--- src/rtl/vmicro16_apb_ex_master_pkg.sv ---
// rtl/vmicro16_apb_ex_master_pkg.sv - PADDR field layout, SWEX result codes and bridge FSM encoding
// Shared with the exclusive BRAM so both ends decode PADDR identically.
package vmicro16_apb_ex_master_pkg;

  localparam logic [15:0] APB_SWEX_SUCCESS = 16'h0000;
  localparam logic [15:0] APB_SWEX_FAIL    = 16'h0001;

  typedef enum logic [1:0] {
    ST_IDLE   = 2'd0,
    ST_SETUP  = 2'd1,
    ST_ACCESS = 2'd2,
    ST_DONE   = 2'd3
  } apb_state_e;

  function automatic int lwex_bit(input int apb_width);
    return apb_width - 1;
  endfunction

  function automatic int swex_bit(input int apb_width);
    return apb_width - 2;
  endfunction

  function automatic int core_id_msb(input int apb_width);
    return apb_width - 3;
  endfunction

endpackage

--- src/rtl/vmicro16_apb_watchdog.sv ---
// rtl/vmicro16_apb_watchdog.sv - loadable down-counter that flags the cycle consuming its last tick
module vmicro16_apb_watchdog #(
  parameter int WIDTH = 8
) (
  input  logic             clk,
  input  logic             reset,
  input  logic             clear,
  input  logic             load,
  input  logic [WIDTH-1:0] load_value,
  input  logic             en,
  output logic             expired
);

  logic [WIDTH-1:0] count_q;
  logic [WIDTH-1:0] count_d;

  always_comb begin
    count_d = count_q;
    if (clear) begin
      count_d = '0;
    end else if (load) begin
      count_d = load_value;
    end else if (en) begin
      count_d = count_q - 1'b1;
    end
  end

  // Expiry is combinational so the owner can leave on the same cycle the limit is hit.
  assign expired = en && !clear && !load && (count_q == WIDTH'(1));

  always_ff @(posedge clk or negedge reset) begin
    if (!reset) begin
      count_q <= '0;
    end else begin
      count_q <= count_d;
    end
  end

endmodule

--- src/rtl/vmicro16_apb_ex_master.sv ---
// rtl/vmicro16_apb_ex_master.sv - per-core APB master bridge carrying LWEX/SWEX flags and core ID in PADDR
module vmicro16_apb_ex_master
  import vmicro16_apb_ex_master_pkg::*;
#(
  parameter int                    APB_WIDTH      = 20,
  parameter int                    DATA_WIDTH     = 16,
  parameter int                    ADDR_WIDTH     = 16,
  parameter int                    CORE_ID        = 0,
  parameter int                    CORE_ID_BITS   = 2,
  parameter logic [DATA_WIDTH-1:0] SWEX_SUCCESS   = DATA_WIDTH'(APB_SWEX_SUCCESS),
  parameter int                    TIMEOUT_CYCLES = 255
) (
  input  logic                  clk,
  input  logic                  reset,
  input  logic                  req_valid,
  output logic                  req_ready,
  input  logic                  req_write,
  input  logic                  req_lwex,
  input  logic                  req_swex,
  input  logic [ADDR_WIDTH-1:0] req_addr,
  input  logic [DATA_WIDTH-1:0] req_wdata,
  output logic                  resp_valid,
  output logic [DATA_WIDTH-1:0] resp_rdata,
  output logic                  resp_swex_ok,
  output logic                  resp_err,
  output logic [APB_WIDTH-1:0]  w_PADDR,
  output logic                  w_PWRITE,
  output logic                  w_PSELx,
  output logic                  w_PENABLE,
  output logic [DATA_WIDTH-1:0] w_PWDATA,
  input  logic [DATA_WIDTH-1:0] w_PRDATA,
  input  logic                  w_PREADY
);

  localparam int LWEX_BIT = lwex_bit(APB_WIDTH);
  localparam int SWEX_BIT = swex_bit(APB_WIDTH);
  localparam int CID_MSB  = core_id_msb(APB_WIDTH);
  localparam int WD_WIDTH = (TIMEOUT_CYCLES < 2) ? 1 : $clog2(TIMEOUT_CYCLES + 1);
  localparam bit WD_EN    = (TIMEOUT_CYCLES != 0);
  localparam logic [CORE_ID_BITS-1:0] CORE_ID_F = CORE_ID_BITS'(CORE_ID);

  apb_state_e state_q, state_d;
  logic [APB_WIDTH-1:0]  paddr_q, paddr_d, req_paddr;
  logic                  pwrite_q, pwrite_d;
  logic [DATA_WIDTH-1:0] pwdata_q, pwdata_d;
  logic [DATA_WIDTH-1:0] rdata_q, rdata_d;
  logic                  swex_ok_q, swex_ok_d;
  logic                  err_q, err_d;
  logic                  wd_expired;
  logic                  timeout;

  vmicro16_apb_watchdog #(.WIDTH(WD_WIDTH)) u_watchdog (
    .clk        (clk),
    .reset      (reset),
    .clear      ((state_q == ST_IDLE) || (state_q == ST_DONE)),
    .load       (state_q == ST_SETUP),
    .load_value (WD_WIDTH'(TIMEOUT_CYCLES)),
    .en         (WD_EN && (state_q == ST_ACCESS) && !w_PREADY),
    .expired    (wd_expired)
  );

  assign timeout = WD_EN && wd_expired;

  always_ff @(posedge clk or negedge reset) begin
    if (!reset) begin
      state_q   <= ST_IDLE;
      paddr_q   <= '0;
      pwrite_q  <= 1'b0;
      pwdata_q  <= '0;
      rdata_q   <= '0;
      swex_ok_q <= 1'b0;
      err_q     <= 1'b0;
    end else begin
      state_q   <= state_d;
      paddr_q   <= paddr_d;
      pwrite_q  <= pwrite_d;
      pwdata_q  <= pwdata_d;
      rdata_q   <= rdata_d;
      swex_ok_q <= swex_ok_d;
      err_q     <= err_d;
    end
  end

  always_comb begin
    state_d = state_q;
    case (state_q)
      ST_IDLE:   if (req_valid) state_d = (req_lwex && req_swex) ? ST_DONE : ST_SETUP;
      ST_SETUP:  state_d = ST_ACCESS;
      ST_ACCESS: if (w_PREADY || timeout) state_d = ST_DONE;
      default:   state_d = ST_IDLE;
    endcase
  end

  always_comb begin
    req_paddr                             = '0;
    req_paddr[ADDR_WIDTH-1:0]             = req_addr;
    req_paddr[CID_MSB -: CORE_ID_BITS]    = CORE_ID_F;
    req_paddr[LWEX_BIT]                   = req_lwex;
    req_paddr[SWEX_BIT]                   = req_swex;
    paddr_d   = paddr_q;
    pwrite_d  = pwrite_q;
    pwdata_d  = pwdata_q;
    rdata_d   = rdata_q;
    swex_ok_d = swex_ok_q;
    err_d     = err_q;
    if ((state_q == ST_IDLE) && req_valid) begin
      if (req_lwex && req_swex) begin
        rdata_d   = '0;
        swex_ok_d = 1'b0;
        err_d     = 1'b1;
      end else begin
        paddr_d  = req_paddr;
        pwrite_d = req_write | req_swex;
        pwdata_d = req_wdata;
      end
    end
    // PREADY wins over a watchdog hit on the same cycle.
    if (state_q == ST_ACCESS) begin
      if (w_PREADY) begin
        rdata_d   = w_PRDATA;
        swex_ok_d = paddr_q[SWEX_BIT] && (w_PRDATA == SWEX_SUCCESS);
        err_d     = 1'b0;
      end else if (timeout) begin
        rdata_d   = '0;
        swex_ok_d = 1'b0;
        err_d     = 1'b1;
      end
    end
  end

  always_comb begin
    req_ready  = 1'b0;
    w_PSELx    = 1'b0;
    w_PENABLE  = 1'b0;
    resp_valid = 1'b0;
    case (state_q)
      ST_IDLE:   req_ready = 1'b1;
      ST_SETUP:  w_PSELx = 1'b1;
      ST_ACCESS: begin
        w_PSELx   = 1'b1;
        w_PENABLE = 1'b1;
      end
      default:   resp_valid = 1'b1;
    endcase
  end

  assign w_PADDR      = paddr_q;
  assign w_PWRITE     = pwrite_q;
  assign w_PWDATA     = pwdata_q;
  assign resp_rdata   = rdata_q;
  assign resp_swex_ok = swex_ok_q;
  assign resp_err     = err_q;

endmodule

--- config.mk ---
export PLATFORM = sky130hd
export DESIGN_NAME = vmicro16_apb_ex_master
export DESIGN_NICKNAME = d
export VERILOG_FILES = /design/src/rtl/vmicro16_apb_ex_master_pkg.sv /design/src/rtl/vmicro16_apb_watchdog.sv /design/src/rtl/vmicro16_apb_ex_master.sv
export SDC_FILE = /design/constraint.sdc
export NUM_CORES = 1
export LEC_CHECK = 0
export ABC_AREA = 0
export BUFFER_PORTS_ARGS = -buffer_cell sky130_fd_sc_hd__clkbuf_2
export CELL_PAD_IN_SITES_DETAIL_PLACEMENT = 0
export CELL_PAD_IN_SITES_GLOBAL_PLACEMENT = 2
export CORE_MARGIN = 10
export CORE_UTILIZATION = 28
export CTS_CLUSTER_DIAMETER = 60
export CTS_CLUSTER_SIZE = 28
export DETAILED_ROUTE_END_ITERATION = 10
export PLACE_DENSITY = 0.76
export SLEW_MARGIN = 20
export SYNTH_ARGS = -nofsm -noshare
export SYNTH_HDL_FRONTEND = slang
export SYNTH_HIERARCHICAL = 1
export SYNTH_SLANG_ARGS = --single-unit
--- constraint.sdc ---
create_clock -name clk -period 2.17 [get_ports clk]
set_input_delay 0.3255 -clock clk [delete_from_list [all_inputs] [get_ports clk]]
set_output_delay 0.3255 -clock clk [all_outputs]
set_load 0.01 [all_outputs]
### Word level (Yosys, flattened, before mapping)

Index checks and enable logic that the tools add are counted.

* output and inout bits: 59
* word-level logic and storage cells: 62
* flip-flop bits (word level): 63
* bits of input ports: 55

* bitwise operators: 2
* muxes and demuxes: 26
* eq/ne operators: 6
* $add $sub $neg: 1
* reductions and logical operators: 19

Operator list (number)
* 2-to-1 mux 16 bit: 5
* 2-to-1 mux 8 bit: 3
* zero test 16 bit: 1
* 2-to-1 mux 1 bit: 14
* equality test 8 x 1 -> 1 bit, second input constant: 1
* subtractor 8 x 1 -> 8 bit, second input constant: 1
* logical AND 1 bit: 7
* 2-to-1 mux 2 bit: 3
* case mux 2 bit (3 select lines): 1
* equality test 2 bit, second input constant: 2
* != test 2 bit, second input constant: 2
* AND reduction 2 bit: 2
* zero test 1 bit: 3
* nonzero test 3 bit: 1
* OR reduction 3 bit: 1
* equality test 2 x 1 -> 1 bit, second input constant: 1
* zero test 2 bit: 1
* logical OR 1 bit: 2
* OR reduction 2 bit: 1
* inverter 1 bit: 1
* bitwise OR 1 bit: 1

### Longest topological paths before layout

Gate-level depths: netlist of the first run.

* depth after elaboration: 9
* gate-level depth with buffers: 11
* gate-level depth less buffers: 8

### Modules after synthesis

The synthesis of the first run kept the hierarchy.

Modules (own cells, without submodules)
* vmicro16_apb_ex_master: area an instance 2363.5 sq um, times used 1, cells each 154, sequential area each 1376.3 sq um
* vmicro16_apb_watchdog: area an instance 534.3 sq um, times used 1, cells each 59, sequential area each 200.2 sq um

### Worst setup path after synthesis of the first run

OpenSTA, ideal clock, no wires.

* path type: register to register
* start point: register state_q[0]
* end point: register rdata_q[10] (netlist: resp_rdata[10])
* library setup time: 0.121 ns
* data arrival time: 2.269 ns
* stages on the path, launching flop included: 12
* required time: 2.049 ns
* setup slack: -0.220 ns
* buffers on the path: 3
* period minus slack after synthesis: 2.390 ns
* cells stage by stage: dfrtp_1 > inv_1 > ha_1 > inv_1 > clkbuf_1 > nor4b_1 > and4bb_2 > o21ai_0 > and2_1 > buf_2 > buf_6 > a22o_1

* word-level cells in the longest chain between the ends: 9
* elaborated cells on any way between the ends: 16
* those cells by class: eq/ne: 3; mux: 4; reduce/logical: 9

Ends and longest elaborated chain
* from (decl): line vmicro16_apb_ex_master.sv:42 `apb_state_e state_q, state_d;`
* from (signal assigned): line vmicro16_apb_ex_master.sv:74 `state_q <= state_d;`
* equality test 2 bit / zero test 2 bit (equally long branches): line vmicro16_apb_ex_master.sv:55 `.clear ((state_q == ST_IDLE) || (state_q == ST_DONE)),`
* logical OR 1 bit: line vmicro16_apb_ex_master.sv:55
* zero test 1 bit: line vmicro16_apb_watchdog.sv:29 `assign expired = en && !clear && !load && (count_q == WIDTH'(1));`
* logical AND 1 bit: line vmicro16_apb_watchdog.sv:29
* logical AND 1 bit (*) (2 in series): line vmicro16_apb_watchdog.sv:29
* named net timeout: line vmicro16_apb_ex_master.sv:50 `logic timeout;`
* 2-to-1 mux 16 bit (*): line vmicro16_apb_ex_master.sv:123 `end else if (timeout) begin`
* 2-to-1 mux 16 bit (*): line vmicro16_apb_ex_master.sv:119 `if (w_PREADY) begin`
* 2-to-1 mux 16 bit (*): line vmicro16_apb_ex_master.sv:118 `if (state_q == ST_ACCESS) begin`
* named net rdata_d[10]: line vmicro16_apb_ex_master.sv:46 `logic [DATA_WIDTH-1:0] rdata_q, rdata_d;`
* to (signal assigned): line vmicro16_apb_ex_master.sv:78 `rdata_q <= rdata_d;`
* to (decl): line vmicro16_apb_ex_master.sv:46

The timed path passes the listed nets; every way through them passes the cells marked *.
A chain may end at the register's enable or synchronous reset.

### Final worst setup path of the first run

* start point: register state_q[0]
* end point: register u_watchdog.count_q[7]

* word-level cells in the longest chain between the ends: 3
* elaborated cells on any way between the ends: 9
* those cells by class: eq/ne: 3; mux: 2; reduce/logical: 4

Ends and longest elaborated chain
* equality test 2 x 1 -> 1 bit, or another cell as far along: line vmicro16_apb_ex_master.sv:56 `.load (state_q == ST_SETUP),`
* 2-to-1 mux 8 bit, or another cell as far along: line vmicro16_apb_watchdog.sv:21 `end else if (load) begin`
* 2-to-1 mux 8 bit / nonzero test 3 bit (equally long branches)
* to (signal assigned): line vmicro16_apb_watchdog.sv:35 `count_q <= count_d;`
* to (decl): line vmicro16_apb_watchdog.sv:14 `logic [WIDTH-1:0] count_q;`

Several ways; a longest one is shown, not always the timed one.

==> results of run 1 <==
==> power by group through the flow <==
stage | registers (mW) | clock network [mW] | logic, mW
2_1_floorplan | 2.26 | 0 | 1.50
3_3_place_gp | 2.05 | 0 | 2.63
3_5_place_dp | 2.06 | 0 | 2.64
4_1_cts | 2.06 | 1.06 | 2.66
5_1_grt | 2.14 | 1.12 | 2.86
6_report | 2.05 | 1.02 | 2.59
==> synth_stat cells, types with 2 or more instances <==
cell type / instances / share of area (%)
a22o_1: 16 / 4.8
conb_1: 2 / 0.26
a211oi_1: 3 / 0.78
clkbuf_1: 2 / 0.26
buf_4: 2 / 0.52
xor2_1: 2 / 0.60
dfrtp_1: 63 / 54
a21oi_1: 7 / 1.2
nor3_1: 2 / 0.35
mux2_4: 29 / 15
or3_1: 3 / 0.65
and2_1: 2 / 0.43
nand3_1: 2 / 0.35
nor4b_1: 3 / 0.91
o21ai_0: 4 / 0.69
o22a_1: 3 / 0.91
nand4_1: 2 / 0.43
nor2b_1: 5 / 1.1
inv_1: 8 / 1.0
a311oi_1: 3 / 0.91
buf_6: 2 / 0.78
nand2_1: 4 / 0.52
ha_1: 7 / 3.0
nor4_1: 3 / 0.65
buf_12: 3 / 2.1
buf_2: 4 / 0.69
nor2_1: 11 / 1.4
mux2_2: 4 / 1.6
==> cell families after synthesis <==
| group | count (synthesis) | synth area share (%) |
|---|---|---|
| AO/OA/AOI/OAI | 40 | 10.45 |
| XOR/XNOR | 3 | 0.9069 |
| adder cells (fa/ha/maj) | 7 | 3.022 |
| buffers and inverters | 21 | 5.354 |
| flip-flops | 63 | 54.40 |
| multiplexers | 34 | 16.93 |
| other | 2 | 0.2592 |
| AND/OR/NAND/NOR | 43 | 8.679 |
==> repair_timing <==
| action | in CTS | in global routing |
|---|---|---|
| endpoints found under the hold margin | 8 | 0 |
| hold buffers | 1 | 0 |
| endpoints found under the setup margin | 0 | 2 |
| resized for setup | 0 | 1 |
==> worst paths after layout <==
path / cells past startpoint / end / startpoint
min in group asynchronous: 3 / state_q[0] / reset
max: 6 / u_watchdog/count_q[7] / state_q[0]
min: 2 / w_PADDR[10] / req_addr[10]
min reg2reg: 1 / resp_swex_ok / resp_swex_ok
max reg2reg: 6 / u_watchdog/count_q[7] / state_q[0]
max in group asynchronous: 3 / w_PWDATA[7] / reset
==> layout make-up <==
cell class | count | area share (%)
flip-flops and latches | 63 | 40.37
multi-input cells | 138 | 31.30
repair buffers | 126 | 18.14
well taps | 136 | 4.358
clock buffers | 11 | 3.621
clock inverters | 5 | 1.442
inverters | 8 | 0.7690
==> stage by stage <==
stage	area, µm²	hold WS, ns	instances
final	3905	0.2122	487
after global routing	3905	0.1872	487
after CTS	3902	0.1957	487
after detailed placement	3695	0.3678	470
after global placement	3695	0.3703	470
after floorplan	2967	0.02991	222
==> state kept, by name (all words and copies together) (netlist names) <==
signal and count:
resp_swex_ok 1, u_watchdog/count_q 8, w_PADDR 18, w_PWDATA 16, resp_err 1, w_PWRITE 1
state_q 2, resp_rdata 16
==> worst max-delay path: stages, from the launching register on <==
cell      delay, ns
dfrtp_1        0.44
inv_2          0.10
ha_1           0.16
nor2b_2        0.21
or4b_1         0.46
or3_1          0.31
a311oi_1       0.24
==> routing by layer <==
metal	part of all wire (%)	track usage [%]	routed length, µm
met5	0	0	0
met4	1.5	4.024	106
met3	9.4	4.579	681
met2	46	15.63	3341
met1	43	11.96	3150
==> out/metrics.csv, run 1 <==
stage,metric,value,unit
run_status,status,finished clean,
logic_synthesis,Mapped Area,2898,µm²
floorplanning,I/O pin cnt,114,
logic_synthesis,register area share after synthesis,54.40,%
sta,RSZ-0062 raised after global routing,false,
sta,post-route setup TNS,0,ns
logic_synthesis,register bit total from synthesis,63,
clocking,CTS tree,done,
job,MaxCap Viol Count,0,
clocking,Worst-path clk slew,0.08,ns
logic_synthesis,Ys Warns,6,
power_and_ir_drop,sequential share of power,36.2,%
global_route,global-route usage over all layers,10.08,%
global_route,vias in the first global route,2335,
clocking,clk root buf,clkbuf_8,
finish,"most common cell after layout, fill and taps aside",clkbuf_2,
finish,"commonest non-fill, non-tap cells in the layout","clkbuf_2, dfrtp_1, mux2_4",
logic_synthesis,Cells after Synth,213,
finish,register area,1577,µm²
logic_synthesis,Syn Area/Cell,13.60,µm²
power_and_ir_drop,Leakage Power,2.013,nW
floorplanning,Die Area,14820,µm²
floorplanning,Initial Util,28.45,%
setup_path,Critical Path Source Type,flop,
sta,count of pins over their slew limit,0,
clocking,H-tree levels,3,
detailed_routing,Final ANT Viol Nets,0,
finish,multi-input logic area,1222,µm²
finish,area added between synthesis and finish,34.76,%
clocking,cts bufs inserted,9,
detailed_routing,DR WL/cell,14.95,µm
sta,Final WS setup,0.1396,ns
sta,min Tclk post-route,2.030,ns
floorplanning,Die Wd,121.7,µm
placement,# port buffers,111,
setup_path,worst setup path class,reg2reg,
finish,Finished Core Util,38.34,%
setup_path,R2R setup slack,0.14,ns
setup_path,CP arrival,2.27,ns
floorplanning,Chip Height,121.7,µm
global_route,first-pass GRT wire length,11940,µm
global_route,largest net degree at the start of global routing,64,
sta,Max Clock Freq,492.5,MHz
placement,hpwl dp,5497,µm
floorplanning,Cell Rows,37,
setup_path,Critical Path Fanout Max,5,
global_route,Congestion Overflow GR,0,
hold_path,HP Class,in2reg,
finish,layout cells sized above 1,52.42,%
power_and_ir_drop,Switch Pwr,1.993,mW
power_and_ir_drop,Cell Pwr Density,1451,nW/µm²
clocking,post-CTS setup buffer count,0,
setup_path,critical path capture point type,flop,
finish,fin nets,408,
setup_path,WP data required,2.41,ns
sta,fin crit share,93.57,%
detailed_routing,number of iterations in the first detailed-routing pass,4,
clocking,Sink Count,63,
power_and_ir_drop,Switching Share,35.16,%
placement,GPL Wtd Cong,0.7754,
power_and_ir_drop,clock share of power,18.0,%
sta,count of final setup violators,0,
logic_synthesis,count of unique library cells instantiated by Yosys,40,
power_and_ir_drop,Max IR drop VDD,0.4936,mV
detailed_routing,Routed WL,7279,µm
finish,fillers,1027,
detailed_routing,Starting DRT DRC Count,75,
global_route,number of antenna violations at the first check in global routing,0,
clocking,Skew-Pair Late Insertion Delay,0.34,ns
placement,post-place setup slack,0.04415,ns
detailed_routing,vias after detailed routing,2134,
logic_synthesis,Post-synth EDFFs,0,
logic_synthesis,Post-synth top flop,dfrtp_1,
detailed_routing,DR vias/cell,4.382,
detailed_routing,DRC Markers,0,
power_and_ir_drop,Int Pwr,3.674,mW
finish,n_diodes,0,
clocking,Bufs on Longest Clock Path,2,
power_and_ir_drop,power share of the combinational group,45.8,%
floorplanning,Core Area,10180,µm²
sta,Final Hold Viols,0,
sta,Clock Skew,0.01092,ns
power_and_ir_drop,Overall Power,5.667,mW
logic_synthesis,Post-synth ARST share,100.0,%
Note: power is estimated with default switching activity, not from simulation.
==> run 2, diff against run 1 <==
--- a/config.mk
+++ b/config.mk
@@ -5,16 +5,14 @@
 export SDC_FILE = /design/constraint.sdc
 export NUM_CORES = 1
 export LEC_CHECK = 0
-export ABC_AREA = 0
+export ABC_AREA = 1
 export BUFFER_PORTS_ARGS = -buffer_cell sky130_fd_sc_hd__clkbuf_2
-export CELL_PAD_IN_SITES_DETAIL_PLACEMENT = 0
-export CELL_PAD_IN_SITES_GLOBAL_PLACEMENT = 2
 export CORE_MARGIN = 10
-export CORE_UTILIZATION = 28
+export CORE_UTILIZATION = 35
 export CTS_CLUSTER_DIAMETER = 60
 export CTS_CLUSTER_SIZE = 28
 export DETAILED_ROUTE_END_ITERATION = 10
-export PLACE_DENSITY = 0.76
+export PLACE_DENSITY = 0.63
 export SLEW_MARGIN = 20
 export SYNTH_ARGS = -nofsm -noshare
 export SYNTH_HDL_FRONTEND = slang
==> out/metrics.csv, run 2 <==
stage,metric,value,unit,change
sta,post-route setup TNS,0,ns,unchanged
setup_path,Critical Path Source Type,flop,,
setup_path,path depth of the worst reg2reg path,10,,+4
floorplanning,Chip Height,112.4,µm,-7.7%
placement,hpwl dp,6007,µm,+9.3%
hold_path,hold path cells,3,,+1
placement,# port buffers,111,,unchanged
logic_synthesis,Mapped Area,2987,µm²,+3.1%
logic_synthesis,Synth top cells by count,"nand2_1, dfrtp_1, nor2_1, nand3_1, inv_1",,
sta,Clock Skew,0.01141,ns,+0.0004948 ns
detailed_routing,vias after detailed routing,2555,,+20%
finish,max FFs per register,18,,unchanged
finish,n_diodes,0,,unchanged
power_and_ir_drop,Cell Pwr Density,1424,nW/µm²,-1.9%
finish,area added between synthesis and finish,29.03,%,
clocking,Worst-path clk slew,0.07,ns,about the same
setup_path,CP arrival,2.22,ns,-0.05 ns
run_status,status,finished clean,,
logic_synthesis,Post-synth ARST share,100.0,%,unchanged
sta,RSZ-0062 raised after global routing,false,,
setup_path,CP max stage cell,dfrtp_1,,
logic_synthesis,most frequent cell after synthesis,nand2_1,,
clocking,CTS tree,done,,
sta,Final Hold Viols,0,,unchanged
setup_path,"Cell Chain, Critical Path",inv_1 > ha_1 > inv_1 > nor2_4 > nand4_1 > nor4_2 > buf_4 > o21ai_4 > nand3_1 > o21ai_0,,
setup_path,Crit path buffers/inverters,3,,+2
logic_synthesis,Post-synth EDFFs,0,,unchanged
setup_path,WP data required,2.41,ns,about the same
finish,Finished Core Util,46.67,%,+8.3 points
logic_synthesis,Ys Warns,6,,unchanged
floorplanning,I/O pin cnt,114,,unchanged
floorplanning,Die Area,12630,µm²,-15%
sta,Max-slew headroom,65.59,%,
power_and_ir_drop,Max IR drop VDD,0.4450,mV,-9.9%
global_route,vias in the first global route,2689,,+15%
sta,count of final setup violators,0,,unchanged
sta,fin crit share,91.31,%,-2.3 points
setup_path,Critical Path Fanout Max,17,,+12
setup_path,"slowest stage delay, CP",0.40,ns,-0.06 ns
clocking,Sink Count,63,,unchanged
clocking,clk root buf,clkbuf_8,,
floorplanning,Core Area,8258,µm²,-19%
floorplanning,Die Wd,112.4,µm,-7.7%
global_route,global-route usage over all layers,12.25,%,+2.2 points
job,MaxCap Viol Count,0,,unchanged
placement,GPL Wtd Cong,0.7987,,+3.0%
setup_path,most frequent CP cell,inv_1,,
detailed_routing,Final ANT Viol Nets,0,,unchanged
sta,Max Clock Freq,504.7,MHz,+2.5%
logic_synthesis,count of unique library cells instantiated by Yosys,25,,-38%
finish,fin nets,549,,+35%
clocking,Skew-Pair Late Insertion Delay,0.33,ns,about the same
floorplanning,Initial Util,36.17,%,+7.7 points
clocking,H-tree levels,3,,unchanged
logic_synthesis,Cells after Synth,362,,+70%
clocking,Bufs on Longest Clock Path,2,,unchanged
power_and_ir_drop,Leakage Power,2.238,nW,+11%
sta,count of pins over their slew limit,0,,unchanged
detailed_routing,Starting DRT DRC Count,127,,+69%
setup_path,kind of cell adding the most delay to the critical path,compound AO/OA/AOI/OAI gates,,
finish,layout cells sized above 1,32.11,%,-20 points
global_route,number of antenna violations at the first check in global routing,0,,unchanged
finish,"commonest non-fill, non-tap cells in the layout","nand2_1, clkbuf_2, dfrtp_1",,
sta,Worst-Margin Slew,0.5161,ns,
setup_path,CP Depth,10,,+4
logic_synthesis,Synth area leaders,"dfrtp_1, nand2_1, nand3_1, nor2_1, buf_6",,
global_route,largest net degree at the start of global routing,46,,-28%
hold_path,HP Class,in2reg,,
logic_synthesis,register bit total from synthesis,63,,unchanged
clocking,cts bufs inserted,9,,unchanged
logic_synthesis,Syn Area/Cell,8.250,µm²,-39%
detailed_routing,DRC Markers,0,,unchanged
detailed_routing,DR WL/cell,12.93,µm,-14%
detailed_routing,DR vias/cell,4.280,,-2.3%
detailed_routing,Routed WL,7717,µm,+6.0%
logic_synthesis,Post-synth top flop,dfrtp_1,,
setup_path,worst setup path class,reg2reg,,
global_route,first-pass GRT wire length,13110,µm,+9.8%
logic_synthesis,Synth area leader,dfrtp_1,,
logic_synthesis,Yosys top cell area share,52.79,%,-1.6 points
setup_path,critical path capture point type,flop,,
logic_synthesis,register area share after synthesis,52.79,%,-1.6 points
detailed_routing,number of iterations in the first detailed-routing pass,5,,+1
finish,"most common cell after layout, fill and taps aside",nand2_1,,
floorplanning,Cell Rows,33,,-11%
sta,min Tclk post-route,1.981,ns,-0.04902 ns
global_route,Congestion Overflow GR,0,,unchanged
==> run 2: kinds of logic after synthesis <==
| logic type | after synthesis | synth area share [%] |
|---|---|---|
| AO/OA/AOI/OAI | 22 | 4.441 |
| buffers and inverters | 39 | 7.583 |
| AND/OR/NAND/NOR | 229 | 32.01 |
| flip-flops | 63 | 52.79 |
| adder cells (fa/ha/maj) | 7 | 2.932 |
| other | 2 | 0.2515 |
==> run 2: worst register-to-register path, stage by stage, from the launching register on <==
cell and delay, ns:
dfrtp_1 0.40, inv_1 0.10, ha_1 0.31, inv_1 0.13, nor2_4 0.06, nand4_1 0.09, nor4_2 0.05, buf_4 0.15
o21ai_4 0.38, nand3_1 0.13, o21ai_0 0.11
==> run 2: through the flow <==
stage | worst slack [ns] | cell area, µm² | cells | total power, mW | hold WS [ns]
after floorplan | 0.09086 | 3017 | 370 | 3.688 | 0.02991
after global placement | 0.1334 | 3626 | 578 | 4.516 | 0.3188
after CTS | 0.009304 | 3820 | 595 | 5.530 | 0.1759
after detailed placement | 0.02959 | 3626 | 578 | 4.582 | 0.3237
final | 0.1887 | 3854 | 597 | 5.488 | 0.1941
after global routing | 0.006250 | 3854 | 597 | 6.056 | 0.1889
==> run 2: layout make-up <==
class                      instances  area (µm²)
multi-input combinational        268        1232
timing repair buffer             118       623.1
tap                              105       131.4
inverter                          27       106.4
clock inverter                     5       32.53
fill                             829        4404
clock buffer                      11       151.4
sequential                        63        1577
==> run 2: power breakdown <==
group / switching [mW] / internal [mW] / leakage [nW] / total, mW
sequential: 0.310 / 1.70 / 0.793 / 2.01
combinational: 1.60 / 0.969 / 1.35 / 2.57
clock: 0.440 / 0.474 / 0.0991 / 0.914
total: 2.35 / 3.14 / 2.24 / 5.49
==> run 2: routing by layer <==
layer	up-vias	GRT usage [%]	part of all wire (%)	routed length, µm
met5	-	0	0	0
met4	0	4.315	1.0	80
met3	8	4.899	8.7	674
met2	87	18.35	44	3430
met1	1109	15.63	46	3532
li1	1351	-	-	-
==> run 2: worst paths after layout <==
check	from	endpoint	slack, ns
worst min-delay path	req_wdata[10]	w_PWDATA[10]	0.19
worst max register to register	state_q[0]	resp_rdata[4]	0.19
min in group asynchronous	reset	state_q[0]	0.50
max in group asynchronous	reset	resp_rdata[5]	1.05
worst min register to register	w_PWDATA[1]	w_PWDATA[1]	0.47
worst max-delay path	state_q[0]	resp_rdata[4]	0.19
==> run 2: repair_timing <==
action | CTS | global route
hold buffers | 1 | 0
buffers inserted | 0 | 2
gates resized for setup | 0 | 4
hold endpoints to repair | 18 | 0
setup endpoints to repair | 0 | 18
